<file path="src/rtl/fir_coeff_loader.sv">
// fir_coeff_loader: buffers a host coefficient set, then bursts it into the FIR FSM coefficient RAM (FIR_COEFF_SYM_EN: symmetric half-set upload)
module fir_coeff_loader #(
  parameter int DATA_W = 16,
  parameter int ADDR_W = 6
) (
  input  logic              iClk12M,
  input  logic              iRst,
  input  logic              iCoeffStart,
  input  logic [ADDR_W-1:0] iNumOfCoeff,
  input  logic              iCoeffValid,
  input  logic [DATA_W-1:0] iCoeffData,
  output logic              oCoeffReady,
  input  logic              iFirIdle,
  output logic              oCoeffUpdateFlag,
  output logic [ADDR_W-1:0] oAddrRam,
  output logic [DATA_W-1:0] oWrDtRam,
  output logic [ADDR_W-1:0] oNumOfCoeff,
  output logic              oBusy,
  output logic              oUpdateDone,
  output logic              oErr
);
  typedef enum logic [2:0] {IDLE, LOAD, REQ, BURST, DONE} state_t;
  state_t state_q, state_d;
  logic [ADDR_W-1:0] wc_q, wc_d, tc_q, tc_d, num_q, num_d, addr_q, addr_d;
  logic [ADDR_W-1:0] last_w, tc_nx, rd_idx;
  logic [DATA_W-1:0] wrdt_q, wrdt_d;
  logic flag_q, flag_d, done_q, done_d, err_q, err_d;
  logic [DATA_W-1:0] buf_q [2**ADDR_W];
  assign tc_nx = (state_q == BURST) ? tc_q + 1'b1 : '0;
`ifdef FIR_COEFF_SYM_EN
  logic [ADDR_W-1:0] mir;
  assign last_w = (num_q >> 1) + {{(ADDR_W-1){1'b0}}, num_q[0]} - 1'b1;
  assign mir    = num_q - 1'b1 - tc_nx;
  assign rd_idx = (tc_nx <= mir) ? tc_nx : mir;
`else
  assign last_w = num_q - 1'b1;
  assign rd_idx = tc_nx;
`endif
  assign oCoeffReady      = (state_q == LOAD);
  assign oBusy            = (state_q != IDLE);
  assign oCoeffUpdateFlag = flag_q;
  assign oAddrRam         = addr_q;
  assign oWrDtRam         = wrdt_q;
  assign oNumOfCoeff      = num_q;
  assign oUpdateDone      = done_q;
  assign oErr             = err_q;
  // shadow buffer fills in tap order while loading; contents survive reset
  always_ff @(posedge iClk12M) begin
    if (state_q == LOAD && iCoeffValid) buf_q[wc_q] <= iCoeffData;
  end
  // state, counters and registered FSM-facing outputs
  always_ff @(posedge iClk12M) begin
    if (iRst) begin
      state_q <= IDLE;
      wc_q    <= '0;
      tc_q    <= '0;
      num_q   <= '0;
      addr_q  <= '0;
      wrdt_q  <= '0;
      flag_q  <= 1'b0;
      done_q  <= 1'b0;
      err_q   <= 1'b0;
    end else begin
      state_q <= state_d;
      wc_q    <= wc_d;
      tc_q    <= tc_d;
      num_q   <= num_d;
      addr_q  <= addr_d;
      wrdt_q  <= wrdt_d;
      flag_q  <= flag_d;
      done_q  <= done_d;
      err_q   <= err_d;
    end
  end
  // next state: collect words, wait for the FSM to go idle, then write one tap per cycle
  always_comb begin
    state_d = state_q;
    wc_d    = wc_q;
    tc_d    = tc_q;
    num_d   = num_q;
    addr_d  = addr_q;
    wrdt_d  = wrdt_q;
    flag_d  = flag_q;
    done_d  = 1'b0;
    err_d   = 1'b0;
    case (state_q)
      IDLE: if (iCoeffStart) begin
        err_d = (iNumOfCoeff == '0);
        if (iNumOfCoeff != '0) begin
          num_d   = iNumOfCoeff;
          wc_d    = '0;
          state_d = LOAD;
        end
      end
      LOAD: if (iCoeffValid) begin
        wc_d = wc_q + 1'b1;
        if (wc_q == last_w) begin
          state_d = REQ;
          flag_d  = 1'b1;
          addr_d  = '0;
          wrdt_d  = '0;
        end
      end
      REQ: if (iFirIdle) begin
        state_d = BURST;
        tc_d    = '0;
        addr_d  = tc_nx;
        wrdt_d  = buf_q[rd_idx];
      end
      BURST: begin
        tc_d    = (tc_q == num_q - 1'b1) ? tc_q : tc_nx;
        addr_d  = (tc_q == num_q - 1'b1) ? '0 : tc_nx;
        wrdt_d  = (tc_q == num_q - 1'b1) ? '0 : buf_q[rd_idx];
        flag_d  = (tc_q != num_q - 1'b1);
        done_d  = (tc_q == num_q - 1'b1);
        state_d = (tc_q == num_q - 1'b1) ? DONE : BURST;
      end
      DONE: state_d = IDLE;
      default: state_d = IDLE;
    endcase
  end
endmodule

</file>
<file path="config.mk">
export PLATFORM = sky130hd
export DESIGN_NAME = fir_coeff_loader
export DESIGN_NICKNAME = d
export VERILOG_FILES = /design/src/rtl/fir_coeff_loader.sv
export SDC_FILE = /design/constraint.sdc
export NUM_CORES = 1
export LEC_CHECK = 0
export ABC_AREA = 1
export BUFFER_PORTS_ARGS = -buffer_cell sky130_fd_sc_hd__buf_2
export CAP_MARGIN = 20
export CORE_MARGIN = 5
export CORE_UTILIZATION = 55
export DETAILED_ROUTE_END_ITERATION = 8
export PLACE_DENSITY_LB_ADDON = 0.12
export SLEW_MARGIN = 20
export SYNTH_ARGS = -nofsm -noshare
export SYNTH_HDL_FRONTEND = slang
export SYNTH_SLANG_ARGS = --single-unit
export TNS_END_PERCENT = 1
</file>
<file path="constraint.sdc">
create_clock -name iClk12M -period 3.75 [get_ports iClk12M]
set_input_delay 0.1875 -clock iClk12M [delete_from_list [all_inputs] [get_ports iClk12M]]
set_output_delay 0.1875 -clock iClk12M [all_outputs]
set_load 0.02 [all_outputs]
</file>
==> results.txt <==
The setup slack on the worst flop-to-flop path is 0.56 ns. The global-route usage over all layers came out at 29.6%. In this run the tool buffered the top-level ports with 59 buffer cells. Clock latency on the worst-skew pair, taken at its later pin, is 0.67 ns. For hold timing, the worst endpoint is buf_q[12][5]. Setup repair after global routing left no endpoint under its margin. The area growth from synthesis to layout is 12.4%. The worst slew slack as a fraction of its limit is 28.6%. The total die area is 0.0848 mm2.

The TritonCTS sink count is 1070. The final hold slack is 0.0360 ns. The critical path launch point type is a register. The top-level port count came out at 60. The largest net degree at the start of global routing is 145. The first-pass GRT wire length came out at 189000 um. The power density over the cells is 535 mW/mm2. The H-tree depth reported by CTS came out at 3. After synthesis, the cell types taking the most area are edfxtp_1, nand3_1, nand2_1. The endpoint identified for the worst register-to-register timing path is oWrDtRam[15]. The maximum VDD drop came out at 0.393 mV.

The critical path endpoint category is a register. The post-synthesis xor/xnor area fraction is 0.181%. The synthesized area per cell came out at 11.6 um2. The synthesized instance count is 3756. The HPWL after detailed placement is 73000 um. The startpoint of the worst-slack reg-to-reg timing path is state_q[0]. The cell with the most instances after synthesis is nand3_1.

The die span in x is 291 um. The total power came out at 0.0261 W. The Yosys step of the flow raised 0 warnings.

The tree is rooted in a clkbuf_16. The signal arrival time at the worst endpoint came out at 3.71 ns. The relative contribution of the clock network to total power came out at 39.2%.

Summed over all nets, the switching power comes to 0.00646 W. The number of synthesized flops with an enable pin came out at 1024. After floorplanning, the core was sized to cover 0.0787 mm2.

The final design area excluding fillers came out at 0.0489 mm2. The flow ran to the end, and the final reports show no timing, DRC or antenna violations. After synthesis, the largest family of logic cells by area is simple AND/OR/NAND/NOR gates.

After synthesis, the share of cell area in mux cells is 0%. The overall overflow remaining after global route is 0. The share of synthesized registers carrying an async set or reset is 0%.

The initial DRC count came out at 3824. Of the total power, registers draw 51.0%. Summed over all instances, the cell type with the most area after synthesis is edfxtp_1. The TritonCTS clock tree is built. The launch point of the worst hold path is iCoeffData[5]. The total wirelength of the detailed-routed design is 128000 um. Setup violations remaining at the end of the flow were counted as 0.

Summed over its instances, the top area cell type makes up 70.7% of the synthesized netlist area. The max-slew violation total from the final report came out at 0. The final-report hold violation count came to 0. The placed instances occupy a cell area of 0.0454 mm2.

The length of the first detailed-routing pass in iterations is 6. The initial utilization of the core area, before any placement, comes to 55.2%. The simple-gate portion of the synthesized area came out at 23.2%. The number of global-route vias before repair came out at 28600. The total number of placement rows is 103.

The post-layout net count is 3860. Cells with a size suffix above 1 make up 9.17% of the layout. The required time at the endpoint of the critical path is 4.27 ns.

The cell internal power dissipation came out at 0.0197 W. Measured in cells, the most critical reg-to-reg path has a length of 12. In the synthesized netlist, the cells that appear most often are nand3_1, edfxtp_1, nand2_1, nor2_1, buf_2. The part of the cycle the worst path needs came out at 85.0%.

The post-CTS resize count came out at 0. The average detailed-routed wire length per instance came out at 25.7 um. The post-placement setup slack is 0.685 ns. The top flip-flop cell by instance count after synthesis is edfxtp_1. The number of storage elements in the synthesis netlist is 1070. The max-capacitance violation count came out at 0. The post-route antenna net violation count is 0. The clock-pin slew reported for the worst setup and hold paths after clock tree synthesis is 0.07 ns. The share of synthesized cell area in full adder, half adder and majority cells is 0.0863%. Of all nets on the critical path, the largest fanout is 78. The maximum achievable frequency came out at 0.314 GHz.

The synthesized net count came out at 3786. Counting instances, the worst hold path has a depth of 1. The number of remaining DRC errors is 0. Dividing the detail-routed via count by the number of cells gives 6.08. The net switching fraction of the power is 24.7%. The unique cell type count in the Yosys netlist is 30.

The slew of the pin with the lowest slew margin is 1.07 ns. The sequential area share after synthesis is 72.8%. The routed layout has 30200 vias. The post-synthesis instance area is 0.0435 mm2. The proportion of power drawn by combinational gates came out at 9.8%. The synthesized-area fraction occupied by ao, oa, aoi and oai cells is 0.624%. The path type of the worst min-delay path is input port to register. The clock skew after layout is 0.0230 ns. Once routing completed, OpenROAD measured the worst setup slack at 0.564 ns. The total clock buffers created by CTS came out at 105.

The number of antenna violations at the first check in global routing is 5. For this design the static power due to leakage is 17.7 nW. The total negative slack for setup checks came out at 0 ns. The worst-case clock buffer depth came out at 3. The routability-driven placement congestion ratio is 0.863. The minimum clock period is 3.19 ns. The type of the worst setup path is register to register. The die is 291 um tall.
area by class of cell:
type | instances | area [um2]
sequential | 1070 | 31700
fill | 6117 | 29900
multi-input combinational | 2362 | 10500
clock buffer | 137 | 2770
timing repair buffer | 210 | 1730
tap | 1050 | 1310
clock inverter | 56 | 539
inverter | 81 | 317
antenna | 3 | 7.51
logic make-up after synthesis:
| kind of cell | after synthesis |
|---|---|
| fa+ha+maj | 3 |
| flops | 1070 |
| xor+xnor | 9 |
| compound gates | 53 |
| buf+inv | 324 |
| simple gates | 2297 |
registers in the layout (all words and copies together), names as in the netlist, 3 cells and up:
register,flops
buf_q,1024
oWrDtRam,16
oAddrRam,6
oNumOfCoeff,6
tc_q,6
wc_q,6
state_q,3
worst max-delay path by stage:
stage,start,endpoint,slack [ns],cells past startpoint
5_1_grt,oNumOfCoeff[0],oWrDtRam[0],0.33,13
3_3_place_gp,oNumOfCoeff[0],oWrDtRam[7],0.41,12
4_1_cts,oNumOfCoeff[0],oWrDtRam[8],0.65,13
3_5_place_dp,oNumOfCoeff[0],oWrDtRam[8],0.69,13
2_1_floorplan,state_q[2],buf_q[0][0],1.07,7
6_report,state_q[0],oWrDtRam[15],0.56,12
cells in the final DEF (no fill, tap or decap), types with 3 or more instances in the layout:
cell type | netlist | routed
ha_1 | 3 | 3
nor2_4 | 1 | 3
buf_12 | 0 | 22
a21oi_1 | 38 | 38
nand2_1 | 960 | 958
o21ai_0 | 11 | 11
inv_2 | 3 | 3
clkbuf_16 | 0 | 106
nand3_1 | 1129 | 1126
buf_2 | 106 | 59
clkinvlp_4 | 0 | 5
dfxtp_1 | 46 | 45
nor2_1 | 188 | 187
clkinv_2 | 0 | 15
edfxtp_1 | 1024 | 1024
dlygate4sd3_1 | 0 | 11
bufinv_16 | 0 | 9
xor2_1 | 7 | 7
clkbuf_1 | 104 | 31
nor3_1 | 5 | 5
nand4_1 | 5 | 5
inv_6 | 0 | 3
or2_2 | 3 | 3
buf_4 | 2 | 118
inv_1 | 76 | 75
clkinv_1 | 2 | 23
diode_2 | 0 | 3
per-layer routing:
layer / wire length [um] / vias to the layer above / share of wire (%) / global-route usage, %
met2: 59200 / 1704 / 46 / 46.1
li1: - / 13500 / - / -
met1: 50700 / 14800 / 40 / 42.8
met3: 13400 / 233 / 10 / 5.22
met4: 4520 / 0 / 3.5 / 10.4
met5: 0 / - / 0 / 0
power by group through the flow:
stage | combinational, W | clock (W) | sequential, W
finish | 0.00257 | 0.0102 | 0.0133
global route | 0.00280 | 0.0109 | 0.0133
CTS | 0.00255 | 0.0104 | 0.0133
detailed placement | 0.00253 | 0 | 0.0136
global placement | 0.00249 | 0 | 0.0136
floorplan | 0.00145 | 0 | 0.0136
worst max-delay path, cell delays in order, from the launching register on:
cell and delay, ns:
dfxtp_1 0.41, nand2_1 0.11, nor2_4 0.33, nand2_4 0.51
buf_12 0.41, nand2_1 0.11, nand3_1 0.07, nand3_1 0.14
nand3_1 0.12, nand3_1 0.14, nand3_1 0.31, nand3_1 0.19
a21oi_1 0.08
stage by stage:
stage          instances  util, %
6_report            4969     62.1
5_1_grt             4966     62.1
4_1_cts             4966     62.1
3_5_place_dp        4762     57.7
3_3_place_gp        4762     57.7
2_1_floorplan       3756        -
timing repair:
action / 4_1_cts / 5_1_grt
hold buffers: 11 / 0
buffers inserted: 0 / 0
endpoints found under the hold margin: 20 / 0
No activity file was read; power rests on OpenSTA's default activity.
